**config.mk**
```make
export PLATFORM = sky130hd
export DESIGN_NAME = match_controller
export DESIGN_NICKNAME = d
export VERILOG_FILES = /design/src/rtl/game_pkg.sv /design/src/rtl/box_overlap.sv /design/src/rtl/match_controller.sv
export SDC_FILE = /design/constraint.sdc
export NUM_CORES = 1
export LEC_CHECK = 0
export BUFFER_PORTS_ARGS = -buffer_cell sky130_fd_sc_hd__buf_2
export CAP_MARGIN = 10
export CORE_MARGIN = 1.5
export CORE_UTILIZATION = 39
export CTS_BUF_LIST = sky130_fd_sc_hd__clkbuf_16
export DETAILED_ROUTE_END_ITERATION = 12
export GPL_TIMING_DRIVEN = 0
export PLACE_DENSITY = 0.66
export SETUP_SLACK_MARGIN = 0.05
export SLEW_MARGIN = 20
export SYNTH_ARGS = -nofsm -noshare
export SYNTH_HDL_FRONTEND = slang
export SYNTH_SLANG_ARGS = --single-unit
```
**constraint.sdc**
```tcl
create_clock -name clk -period 4.2 [get_ports clk]
set_input_delay 0.42 -clock clk [delete_from_list [all_inputs] [get_ports clk]]
set_output_delay 0.42 -clock clk [all_outputs]
set_load 0.02 [all_outputs]
```
**src/rtl/game_pkg.sv**
```systemverilog
// game_pkg: shared definitions for the match controller and its box test.
//   - state and winner encodings
//   - bit offsets of the four 10-bit fields inside a packed {x1,x2,y1,y2} box
//   - field widths for coordinates, health and the round timer
package game_pkg;

  localparam int COORD_W  = 10;
  localparam int BOX_W    = 4 * COORD_W;
  localparam int HEALTH_W = 7;
  localparam int TIMER_W  = 7;

  // LSB position of each field within a box word {x1,x2,y1,y2}
  localparam int BOX_X1 = 3 * COORD_W;
  localparam int BOX_X2 = 2 * COORD_W;
  localparam int BOX_Y1 = 1 * COORD_W;
  localparam int BOX_Y2 = 0;

  typedef enum logic [2:0] {
    ST_IDLE      = 3'd0,
    ST_INTRO     = 3'd1,
    ST_FIGHT     = 3'd2,
    ST_KO        = 3'd3,
    ST_MATCH_END = 3'd4
  } state_t;

  typedef enum logic [1:0] {
    WIN_NONE = 2'd0,
    WIN_P1   = 2'd1,
    WIN_P2   = 2'd2,
    WIN_DRAW = 2'd3
  } winner_t;

  function automatic logic [COORD_W-1:0] box_field(input logic [BOX_W-1:0] box,
                                                   input int               lsb);
    return box[lsb +: COORD_W];
  endfunction

endpackage

```
**src/rtl/box_overlap.sv**
```systemverilog
// box_overlap: combinational axis-aligned box intersection test.
//   a        in  40  first box  {x1,x2,y1,y2}
//   b        in  40  second box {x1,x2,y1,y2}
//   overlap  out 1   boxes intersect; touching edges count as contact
module box_overlap
  import game_pkg::*;
(
  input  logic [BOX_W-1:0] a,
  input  logic [BOX_W-1:0] b,
  output logic             overlap
);

  logic [COORD_W-1:0] ax1, ax2, ay1, ay2;
  logic [COORD_W-1:0] bx1, bx2, by1, by2;

  assign ax1 = box_field(a, BOX_X1);
  assign ax2 = box_field(a, BOX_X2);
  assign ay1 = box_field(a, BOX_Y1);
  assign ay2 = box_field(a, BOX_Y2);
  assign bx1 = box_field(b, BOX_X1);
  assign bx2 = box_field(b, BOX_X2);
  assign by1 = box_field(b, BOX_Y1);
  assign by2 = box_field(b, BOX_Y2);

  assign overlap = (ax1 <= bx2) && (bx1 <= ax2) && (ay1 <= by2) && (by1 <= ay2);

endmodule

```
**src/rtl/match_controller.sv**
```systemverilog
// match_controller: round/match sequencer for the two-player fighter.
// Gates player enables, resolves hit contact, tracks health, the round timer
// and rounds won, and reports round and match winners.
//   clk            in   system clock
//   rst            in   asynchronous reset, active-high
//   frame_tick     in   one-cycle strobe per video frame
//   start          in   level, acted on in IDLE and MATCH_END
//   p1_hitbox      in   P1 attack box {x1,x2,y1,y2}
//   p1_hurtbox     in   P1 body box
//   p2_hitbox      in   P2 attack box
//   p2_hurtbox     in   P2 body box
//   p1_hit_active  in   P1 attack in its active frames
//   p2_hit_active  in   P2 attack in its active frames
//   state          out  current state code
//   p1_enable      out  P1 may act (FIGHT only)
//   p2_enable      out  P2 may act (FIGHT only)
//   p1_health      out  P1 remaining health
//   p2_health      out  P2 remaining health
//   timer_sec      out  round seconds remaining
//   p1_rounds      out  rounds won by P1
//   p2_rounds      out  rounds won by P2
//   winner         out  0 none, 1 P1, 2 P2, 3 draw
//
// state     | meaning
// ----------+--------------------------------------------------------
// IDLE      | waiting for start after reset
// INTRO     | round introduction, counting INTRO_FRAMES ticks
// FIGHT     | players enabled, hits and timer active
// KO        | round over, winner shown for KO_FRAMES ticks
// MATCH_END | match decided, outputs held until start
module match_controller
  import game_pkg::*;
#(
  parameter int HEALTH_MAX     = 100,
  parameter int DAMAGE         = 10,
  parameter int ROUND_SECONDS  = 99,
  parameter int FRAMES_PER_SEC = 60,
  parameter int INTRO_FRAMES   = 120,
  parameter int KO_FRAMES      = 180,
  parameter int ROUNDS_TO_WIN  = 2
) (
  input  logic                clk,
  input  logic                rst,
  input  logic                frame_tick,
  input  logic                start,
  input  logic [BOX_W-1:0]    p1_hitbox,
  input  logic [BOX_W-1:0]    p1_hurtbox,
  input  logic [BOX_W-1:0]    p2_hitbox,
  input  logic [BOX_W-1:0]    p2_hurtbox,
  input  logic                p1_hit_active,
  input  logic                p2_hit_active,
  output logic [2:0]          state,
  output logic                p1_enable,
  output logic                p2_enable,
  output logic [HEALTH_W-1:0] p1_health,
  output logic [HEALTH_W-1:0] p2_health,
  output logic [TIMER_W-1:0]  timer_sec,
  output logic [1:0]          p1_rounds,
  output logic [1:0]          p2_rounds,
  output logic [1:0]          winner
);

  localparam int FRAME_CNT_W = $clog2((KO_FRAMES > INTRO_FRAMES) ? KO_FRAMES : INTRO_FRAMES);
  localparam int SEC_CNT_W   = $clog2(FRAMES_PER_SEC);

  localparam logic [HEALTH_W-1:0]    HEALTH_INIT = HEALTH_W'(HEALTH_MAX);
  localparam logic [HEALTH_W-1:0]    DAMAGE_V    = HEALTH_W'(DAMAGE);
  localparam logic [TIMER_W-1:0]     TIMER_INIT  = TIMER_W'(ROUND_SECONDS);
  localparam logic [1:0]             ROUNDS_WIN  = 2'(ROUNDS_TO_WIN);
  localparam logic [FRAME_CNT_W-1:0] INTRO_LOAD  = FRAME_CNT_W'(INTRO_FRAMES - 1);
  localparam logic [FRAME_CNT_W-1:0] KO_LOAD     = FRAME_CNT_W'(KO_FRAMES - 1);
  localparam logic [SEC_CNT_W-1:0]   SEC_LOAD    = SEC_CNT_W'(FRAMES_PER_SEC - 1);

  state_t                 state_q;
  logic [FRAME_CNT_W-1:0] frame_cnt;
  logic [SEC_CNT_W-1:0]   sec_cnt;
  logic                   hit1_q, hit2_q;

  logic                   p1_on_p2, p2_on_p1;
  logic                   land1, land2;
  logic [HEALTH_W-1:0]    p1_health_nxt, p2_health_nxt;
  logic [TIMER_W-1:0]     timer_nxt;
  logic                   round_over;
  winner_t                round_win;
  logic [1:0]             p1_rounds_inc, p2_rounds_inc;

  box_overlap u_p1_on_p2 (
    .a       (p1_hitbox),
    .b       (p2_hurtbox),
    .overlap (p1_on_p2)
  );

  box_overlap u_p2_on_p1 (
    .a       (p2_hitbox),
    .b       (p1_hurtbox),
    .overlap (p2_on_p1)
  );

  assign state     = state_q;
  assign p1_enable = (state_q == ST_FIGHT);
  assign p2_enable = (state_q == ST_FIGHT);

  // Per-tick FIGHT results; applied by the sequential block only on a tick.
  always_comb begin
    land1 = p1_hit_active && !hit1_q && p1_on_p2;
    land2 = p2_hit_active && !hit2_q && p2_on_p1;

    p2_health_nxt = p2_health;
    if (land1) p2_health_nxt = (p2_health > DAMAGE_V) ? p2_health - DAMAGE_V : '0;
    p1_health_nxt = p1_health;
    if (land2) p1_health_nxt = (p1_health > DAMAGE_V) ? p1_health - DAMAGE_V : '0;

    timer_nxt = timer_sec;
    if (sec_cnt == '0 && timer_sec != '0) timer_nxt = timer_sec - TIMER_W'(1);

    round_over = (p1_health_nxt == '0) || (p2_health_nxt == '0) || (timer_nxt == '0);

    if (p1_health_nxt > p2_health_nxt)      round_win = WIN_P1;
    else if (p1_health_nxt < p2_health_nxt) round_win = WIN_P2;
    else                                    round_win = WIN_DRAW;

    p1_rounds_inc = (p1_rounds == ROUNDS_WIN) ? p1_rounds : p1_rounds + 2'd1;
    p2_rounds_inc = (p2_rounds == ROUNDS_WIN) ? p2_rounds : p2_rounds + 2'd1;
  end

  always_ff @(posedge clk or posedge rst) begin
    if (rst) begin
      state_q   <= ST_IDLE;
      p1_health <= HEALTH_INIT;
      p2_health <= HEALTH_INIT;
      timer_sec <= TIMER_INIT;
      p1_rounds <= '0;
      p2_rounds <= '0;
      winner    <= WIN_NONE;
      frame_cnt <= '0;
      sec_cnt   <= SEC_LOAD;
      hit1_q    <= 1'b0;
      hit2_q    <= 1'b0;
    end else begin
      case (state_q)
        ST_IDLE, ST_MATCH_END: begin
          // start is a level and is honoured without waiting for a frame tick
          if (start) begin
            state_q   <= ST_INTRO;
            p1_health <= HEALTH_INIT;
            p2_health <= HEALTH_INIT;
            timer_sec <= TIMER_INIT;
            p1_rounds <= '0;
            p2_rounds <= '0;
            winner    <= WIN_NONE;
            frame_cnt <= INTRO_LOAD;
            hit1_q    <= 1'b0;
            hit2_q    <= 1'b0;
          end
        end

        ST_INTRO: begin
          if (frame_tick) begin
            if (frame_cnt == '0) begin
              state_q <= ST_FIGHT;
              sec_cnt <= SEC_LOAD;
            end else begin
              frame_cnt <= frame_cnt - FRAME_CNT_W'(1);
            end
          end
        end

        ST_FIGHT: begin
          if (frame_tick) begin
            p1_health <= p1_health_nxt;
            p2_health <= p2_health_nxt;
            timer_sec <= timer_nxt;
            sec_cnt   <= (sec_cnt == '0) ? SEC_LOAD : sec_cnt - SEC_CNT_W'(1);
            // latch holds for the rest of the attack so one attack lands once
            hit1_q    <= p1_hit_active && (hit1_q || land1);
            hit2_q    <= p2_hit_active && (hit2_q || land2);
            if (round_over) begin
              state_q   <= ST_KO;
              winner    <= round_win;
              frame_cnt <= KO_LOAD;
              if (round_win == WIN_P1) p1_rounds <= p1_rounds_inc;
              if (round_win == WIN_P2) p2_rounds <= p2_rounds_inc;
            end
          end
        end

        ST_KO: begin
          if (frame_tick) begin
            if (frame_cnt == '0) begin
              if (p1_rounds == ROUNDS_WIN || p2_rounds == ROUNDS_WIN) begin
                state_q <= ST_MATCH_END;
                if (p1_rounds == ROUNDS_WIN && p2_rounds == ROUNDS_WIN) winner <= WIN_DRAW;
                else if (p1_rounds == ROUNDS_WIN)                       winner <= WIN_P1;
                else                                                    winner <= WIN_P2;
              end else begin
                state_q   <= ST_INTRO;
                p1_health <= HEALTH_INIT;
                p2_health <= HEALTH_INIT;
                timer_sec <= TIMER_INIT;
                winner    <= WIN_NONE;
                frame_cnt <= INTRO_LOAD;
                hit1_q    <= 1'b0;
                hit2_q    <= 1'b0;
              end
            end else begin
              frame_cnt <= frame_cnt - FRAME_CNT_W'(1);
            end
          end
        end

        default: state_q <= ST_IDLE;
      endcase
    end
  end

endmodule

```
* Yosys cells after proc, flatten, opt, wreduce, memory -nomap -nowiden
Index checks and enable logic that the tools add are counted.
** Word-level totals
- Register bits after elaboration :: 46
- Bits of input ports :: 166
- Output and inout port bits :: 32
- Word-level logic and storage cells :: 163
** Operators by class
- $add $sub $neg :: 7
- Order comparisons :: 12
- Equality and inequality tests :: 22
- Multiplexer cells :: 71
- Reductions and logical operators :: 40
** Operators with widths (number)
- 7-bit two-way mux :: 16
- 10-bit less-or-equal comparator :: 8
- 8-bit two-way mux :: 8
- 7-bit case mux with 3 select lines :: 3
- 2-bit two-way mux :: 17
- 8-bit case mux with 4 select lines :: 1
- 3-bit two-way mux :: 8
- 6-bit two-way mux :: 4
- 6-bit AND reduction :: 4
- 7-bit logical NOT :: 3
- 2-bit inequality test, second input constant :: 10
- 7-bit by 4-bit > comparator with 1-bit output, second input constant :: 2
- 1-bit logical AND :: 14
- 7-bit by 4-bit subtractor with 7-bit output, second input constant :: 2
- 3-bit case mux with 4 select lines :: 1
- 6-bit case mux with 2 select lines :: 1
- 8-bit logical NOT :: 1
- 2-bit case mux with 2 select lines :: 2
- 8-bit AND reduction :: 1
- 8-bit by 1-bit subtractor with 8-bit output, second input constant :: 1
- 7-bit > comparator :: 1
- 7-bit less-than comparator :: 1
- 1-bit two-way mux :: 7
- 7-bit AND reduction :: 1
- 22 further kinds :: 35

* Longest topological paths before layout
- Depth in word-level cells :: 14
- Depth in mapped cells :: 19
- Gate-level depth less buffers :: 19

* Modules after synthesis
From an unflattened synthesis, not the netlist that was laid out.
** Unflattened totals
- Cells, all modules :: 672
- Area, all modules :: 5325.1 µm²
** Modules (own cells, without submodules)
- match_controller :: times used 1, cells an instance 386, area an instance 3255.6 µm², sequential area each 1169.9 µm²
- box_overlap :: times used 2, cells an instance 143, area an instance 1034.7 µm², sequential area each 0.0 µm²

* Least setup slack after synthesis
OpenSTA, ideal clock, no wires.
- Kind :: input -> register
- Start :: input port p2_hitbox[3]
- End :: register p1_rounds[1]
- Library setup time :: 82 ps
- Arrival time :: 4092 ps
- Required time :: 4118 ps
- Setup slack :: 25 ps
- Stages :: 17
- Path buffers :: 0
- Cells stage by stage :: inv_1 -> ha_1 -> a21o_1 -> a21o_1 -> a2111oi_0 -> o22ai_1 -> nor3_1 -> nand2_1 -> o31ai_1 -> ha_1 -> a21o_1 -> a21o_1 -> a221o_1 -> a21oi_1 -> a21oi_1 -> and3_1 -> o22ai_1
** Between the ends
- Longest elaborated chain between the ends :: 10
- Elaborated cells between the ends (all ways) :: 15
- Those cells by class :: 3 x order compare; 3 x eq/ne; 3 x mux; 6 x reduce/logical
** RTL lines
- start, declared :: RTL line match_controller.sv:48 : input logic [BOX_W-1:0] p2_hitbox,
- 10-bit less-or-equal comparator (*) :: RTL line box_overlap.sv:25 : assign overlap = (ax1 <= bx2) && (bx1 <= ax2) && (ay1 <= by2) && (by1 <= ay2);
- 1-bit logical AND (*) :: RTL line box_overlap.sv:25
- 1-bit logical AND (*) :: RTL line match_controller.sv:106 : land2 = p2_hit_active && !hit2_q && p2_on_p1;
- 7-bit two-way mux (*) :: RTL line match_controller.sv:111 : if (land2) p1_health_nxt = (p1_health > DAMAGE_V) ? p1_health - DAMAGE_V : '0;
- 7-bit less-than comparator :: RTL line match_controller.sv:119 : else if (p1_health_nxt < p2_health_nxt) round_win = WIN_P2;
- 1-bit two-way mux :: RTL line match_controller.sv:119
- 2-bit two-way mux :: RTL line match_controller.sv:118 : if (p1_health_nxt > p2_health_nxt) round_win = WIN_P1;
- 2-bit by 1-bit == test with 1-bit output :: RTL line match_controller.sv:181 : if (round_win == WIN_P1) p1_rounds <= p1_rounds_inc;
- 2-bit by 1-bit inequality test with 1-bit output (no line)
- 6-bit AND reduction (no line) (*)
- end signal, assigned :: RTL line match_controller.sv:181
- end, declared :: RTL line match_controller.sv:58 : output logic [1:0] p1_rounds,
Mark *: on every way between the ends. The rest lies on a longest branch, timed or not.
A chain may end at the register's enable or synchronous reset.

* Worst setup path after layout
- Start :: input port p1_hurtbox[13]
- End :: register p1_rounds[1]
** Between the ends
- Longest elaborated chain between the ends :: 10
- Elaborated cells between the ends (all ways) :: 15
- Those cells by class :: 3 x order compare; 3 x eq/ne; 3 x mux; 6 x reduce/logical
** RTL lines
- start, declared :: RTL line match_controller.sv:47 : input logic [BOX_W-1:0] p1_hurtbox,
- 10-bit less-or-equal comparator (*) :: RTL line box_overlap.sv:25
- 1-bit logical AND (*) :: RTL line box_overlap.sv:25
- 1-bit logical AND (*) :: RTL line match_controller.sv:106
- 7-bit two-way mux (*) :: RTL line match_controller.sv:111
- 7-bit less-than comparator :: RTL line match_controller.sv:119
- 1-bit two-way mux :: RTL line match_controller.sv:119
- 2-bit two-way mux :: RTL line match_controller.sv:118
- 2-bit by 1-bit == test with 1-bit output :: RTL line match_controller.sv:181
- 2-bit by 1-bit inequality test with 1-bit output (no line)
- 6-bit AND reduction (no line) (*)
Marks and branches as above.

==> results.py <==
metrics = {
    "logic_synthesis": {
        "ys_ff_latch": 46,
        "avgSynthCellArea_um2": 7.79,
        "synth_xor_area_share_pct": 0.836,
        "synth-edff-count": 0,
        "synth_top_family_by_area": "adder cells",
        "synth_area_leaders": "ha_1, dfrtp_1, inv_1, dfstp_2, a21oi_1",
        "synth_warnings": 0,
        "syn_nets": 935,
        "synth_largest_type_area_fraction_pct": 22.9,
        "synth-compound-area-share_pct": 21.9,
        "async_flop_share_pct": 100,
        "yosys.area.top_type": "ha_1",
        "ys_types": 61,
        "syn-cell-area_mm2": 0.00524,
        "synth.area.mux_share_pct": 2.17,
        "synthAdderAreaFrac_pct": 22.9,
        "synth_ff_type": "dfrtp_1",
        "synthCells": 673,
        "synth-simple-area-share_pct": 20.5,
        "ys_seq_area_share_pct": 22.3,
    },
    "critical_path": {
        "r2r_setup_slack_ps": 760,
        "slowest_delay_ps": 430,
        "arrival_ps": 4090,
        "crit_path_start": "p1_hurtbox[13]",
        "worst-setup-path-type": "in2reg",
        "crit_top_cell": "a21o_1",
        "critPathLaunchType": "input port",
        "cp.depth": 17,
        "r2r-start": "p2_health[2]",
        "required_ps": 4400,
        "r2r_cells": 16,
        "crit_slowest_cell": "a2111oi_4",
        "crit_buf_inv": 1,
        "crit_chain": "buf_2, ha_1, a21o_1, a21o_1, a2111oi_4, o22ai_4, nor3_4, nand2_1, o31ai_2, ha_1, a21o_1, a21o_1, a221o_1, a21oi_2, a21oi_1, and3_1, o22ai_1",
        "endpoint_kind": "register",
        "r2r-end": "p1_rounds[1]",
        "crit_family": "compound AO/OA/AOI/OAI gates",
        "cp-endpoint": "p1_rounds[1]",
        "path_max_fanout": 6,
    },
    "finish": {
        "instances_no_fill": 1064,
        "antennaDiodeCount": 0,
        "layout_common_cells": "buf_2, inv_1, ha_1",
        "final_common_cell": "buf_2",
        "num-nets-final": 1149,
        "final_layout_size_suffix_gt1_share_pct": 28.8,
        "areaGrowthSynthToFinish_pct": 29.8,
    },
    "floorplanning": {
        "die_y_um": 119,
        "row_count": 42,
        "num_io_pins": 198,
        "placeableCoreArea_mm2": 0.0132,
        "start_util_pct": 39.7,
        "die_area_mm2": 0.0141,
        "die_w_um": 119,
    },
    "drt": {
        "postRouteAntennaNets": 0,
        "drc": 0,
        "vias_per_cell": 5.17,
        "routed_wl_um": 14100,
        "via_count": 5500,
        "drt_iter0_drc": 200,
        "wl_per_cell_um": 13.3,
        "firstDrtPassIters": 5,
    },
    "placement": {
        "dp_cells": 1047,
        "numPortBuffers": 197,
        "place.gp.congestion": 0.848,
        "dpl.hpwl_um": 11600,
        "pre_cts_slack_ps": -808,
    },
    "global_routing": {
        "grt_usage_pct": 19.8,
        "antenna_found_initial": 0,
        "grt_pass1_wl_um": 23600,
        "grt_pass1_vias": 5303,
        "grt-ovfl-total": 0,
        "grt_max_degree": 34,
    },
    "pwr": {
        "peakVddDrop_v": 0.000294,
        "p_leak_uw": 0.00361,
        "p_per_area_mw_per_mm2": 353,
        "power_uw": 2400,
    },
    "cts": {
        "cts_buffers": 5,
        "cts_sinks": 46,
        "clk_pin_slew_ps": 60,
        "cts_tree": "yes",
        "clk_latency_ps": 290,
        "root_buffer": "clkbuf_16",
        "cts_buffer_depth": 2,
        "cts_htree_levels": 2,
    },
    "sta": {
        "timing.fmax_mhz": 257,
        "min_period_over_period_pct": 92.5,
        "worst_pin_slew_ps": 933,
        "hold_viol": 0,
        "finalClockSkew_ps": 7.73,
        "max_slew_margin_pct": 37.7,
        "finalWorstSetupSlack_ps": 314,
        "setup_violations": 0,
        "report.final.slew_viol_count": 0,
        "rsz0062_at_grt": "no",
        "fin_crit_ps": 3890,
    },
    "outcome": {
        "outcome": "finished clean",
    },
    "worst_hold_path": {
        "min_path_type": "in2async",
    },
    "run": {
        "drv_cap": 0,
    },
}
[layer usage]
metal,vias up,GRT usage [%],wire length (um)
met1,2472,24.7,6040
met5,-,0,0
met3,16,3.07,852
met2,172,35.5,6980
li1,2840,-,-
met4,0,5.12,231
[sequential cells by signal, summed over array words and instances (netlist names)]
register   flops
p1_health      7
p2_health      7
frame_cnt      8
sec_cnt        6
p2_rounds      2
state          3
p1_rounds      2
hit2_q         1
hit1_q         1
timer_sec      7
winner         2
[cells in the mapped netlist (3+ instances only)]
cell	count
nor3b_1	4
a2bb2oi_1	3
a211oi_1	13
o31ai_1	9
a21o_1	5
and2_1	6
dfstp_2	15
o211a_1	3
a2111oi_0	5
mux2i_1	8
nor3_1	20
ha_1	96
nand2b_1	16
nor4_1	4
nand3_1	8
xnor2_1	4
a22oi_1	3
or4_1	4
buf_4	3
o211ai_1	5
dfrtp_1	31
o21ai_1	4
or3_1	7
nand2_1	51
a31oi_1	8
o21a_1	3
o22ai_1	8
o21ai_0	38
clkbuf_1	9
nand4_1	18
nor2b_1	10
inv_1	115
and4_1	5
nor2_1	43
a21oi_1	54
[worst register-to-register path: cells and delay by family (launching register included)]
kind / cells / cell delay (ps)
AO/OA/AOI/OAI: 8 / 1430
AND/OR/NAND/NOR: 5 / 780
flip-flops: 1 / 560
adder cells (fa/ha/maj): 2 / 540
buffers and inverters: 1 / 70
[per-stage QoR]
step	hold WS, ps	area [um2]	utilization (%)	TNS, ps
after floorplan	454	5250	-	0
after global placement	474	6450	48.9	-3560
after detailed placement	399	6470	49.1	-3920
after CTS	89.4	6650	50.4	0
after global routing	101	6800	51.6	0
final	80.1	6800	51.6	0
[worst min path at each step]
| stage | startpoint | to | cells after the start |
|---|---|---|---|
| global placement | hit2_q | hit2_q | 2 |
| global route | rst | frame_cnt[5] | 2 |
| detailed placement | rst | frame_cnt[5] | 2 |
| finish | rst | frame_cnt[5] | 2 |
| floorplan | hit2_q | hit2_q | 2 |
| CTS | rst | frame_cnt[5] | 2 |
[logic make-up after synthesis]
logic type | Yosys count
multiplexers | 11
flip-flops | 46
XOR/XNOR | 5
adder cells (fa/ha/maj) | 96
buffers and inverters | 127
AND/OR/NAND/NOR | 208
AO/OA/AOI/OAI | 180
[power by group]
part,internal (uW),switching [uW]
clock network,214,163
registers,620,152
logic,539,712
[area by class of cell]
cell class	count	area, um2
repair buffers	207	1070
well taps	176	220
flip-flops and latches	46	1170
clock inverters	3	11.3
plain buffers	12	56.3
multi-input cells	500	3710
inverters	115	432
clock buffers	5	125
fillers	1315	6390
[repair_timing]
item	in CTS	in global routing
setup buffers	2	7
endpoints found under the hold margin	0	0
setup endpoints to repair	6	6
pin swaps	2	6
hold buffers	0	0
gates resized for setup	7	18
Note: power is estimated with default switching activity, not from simulation.
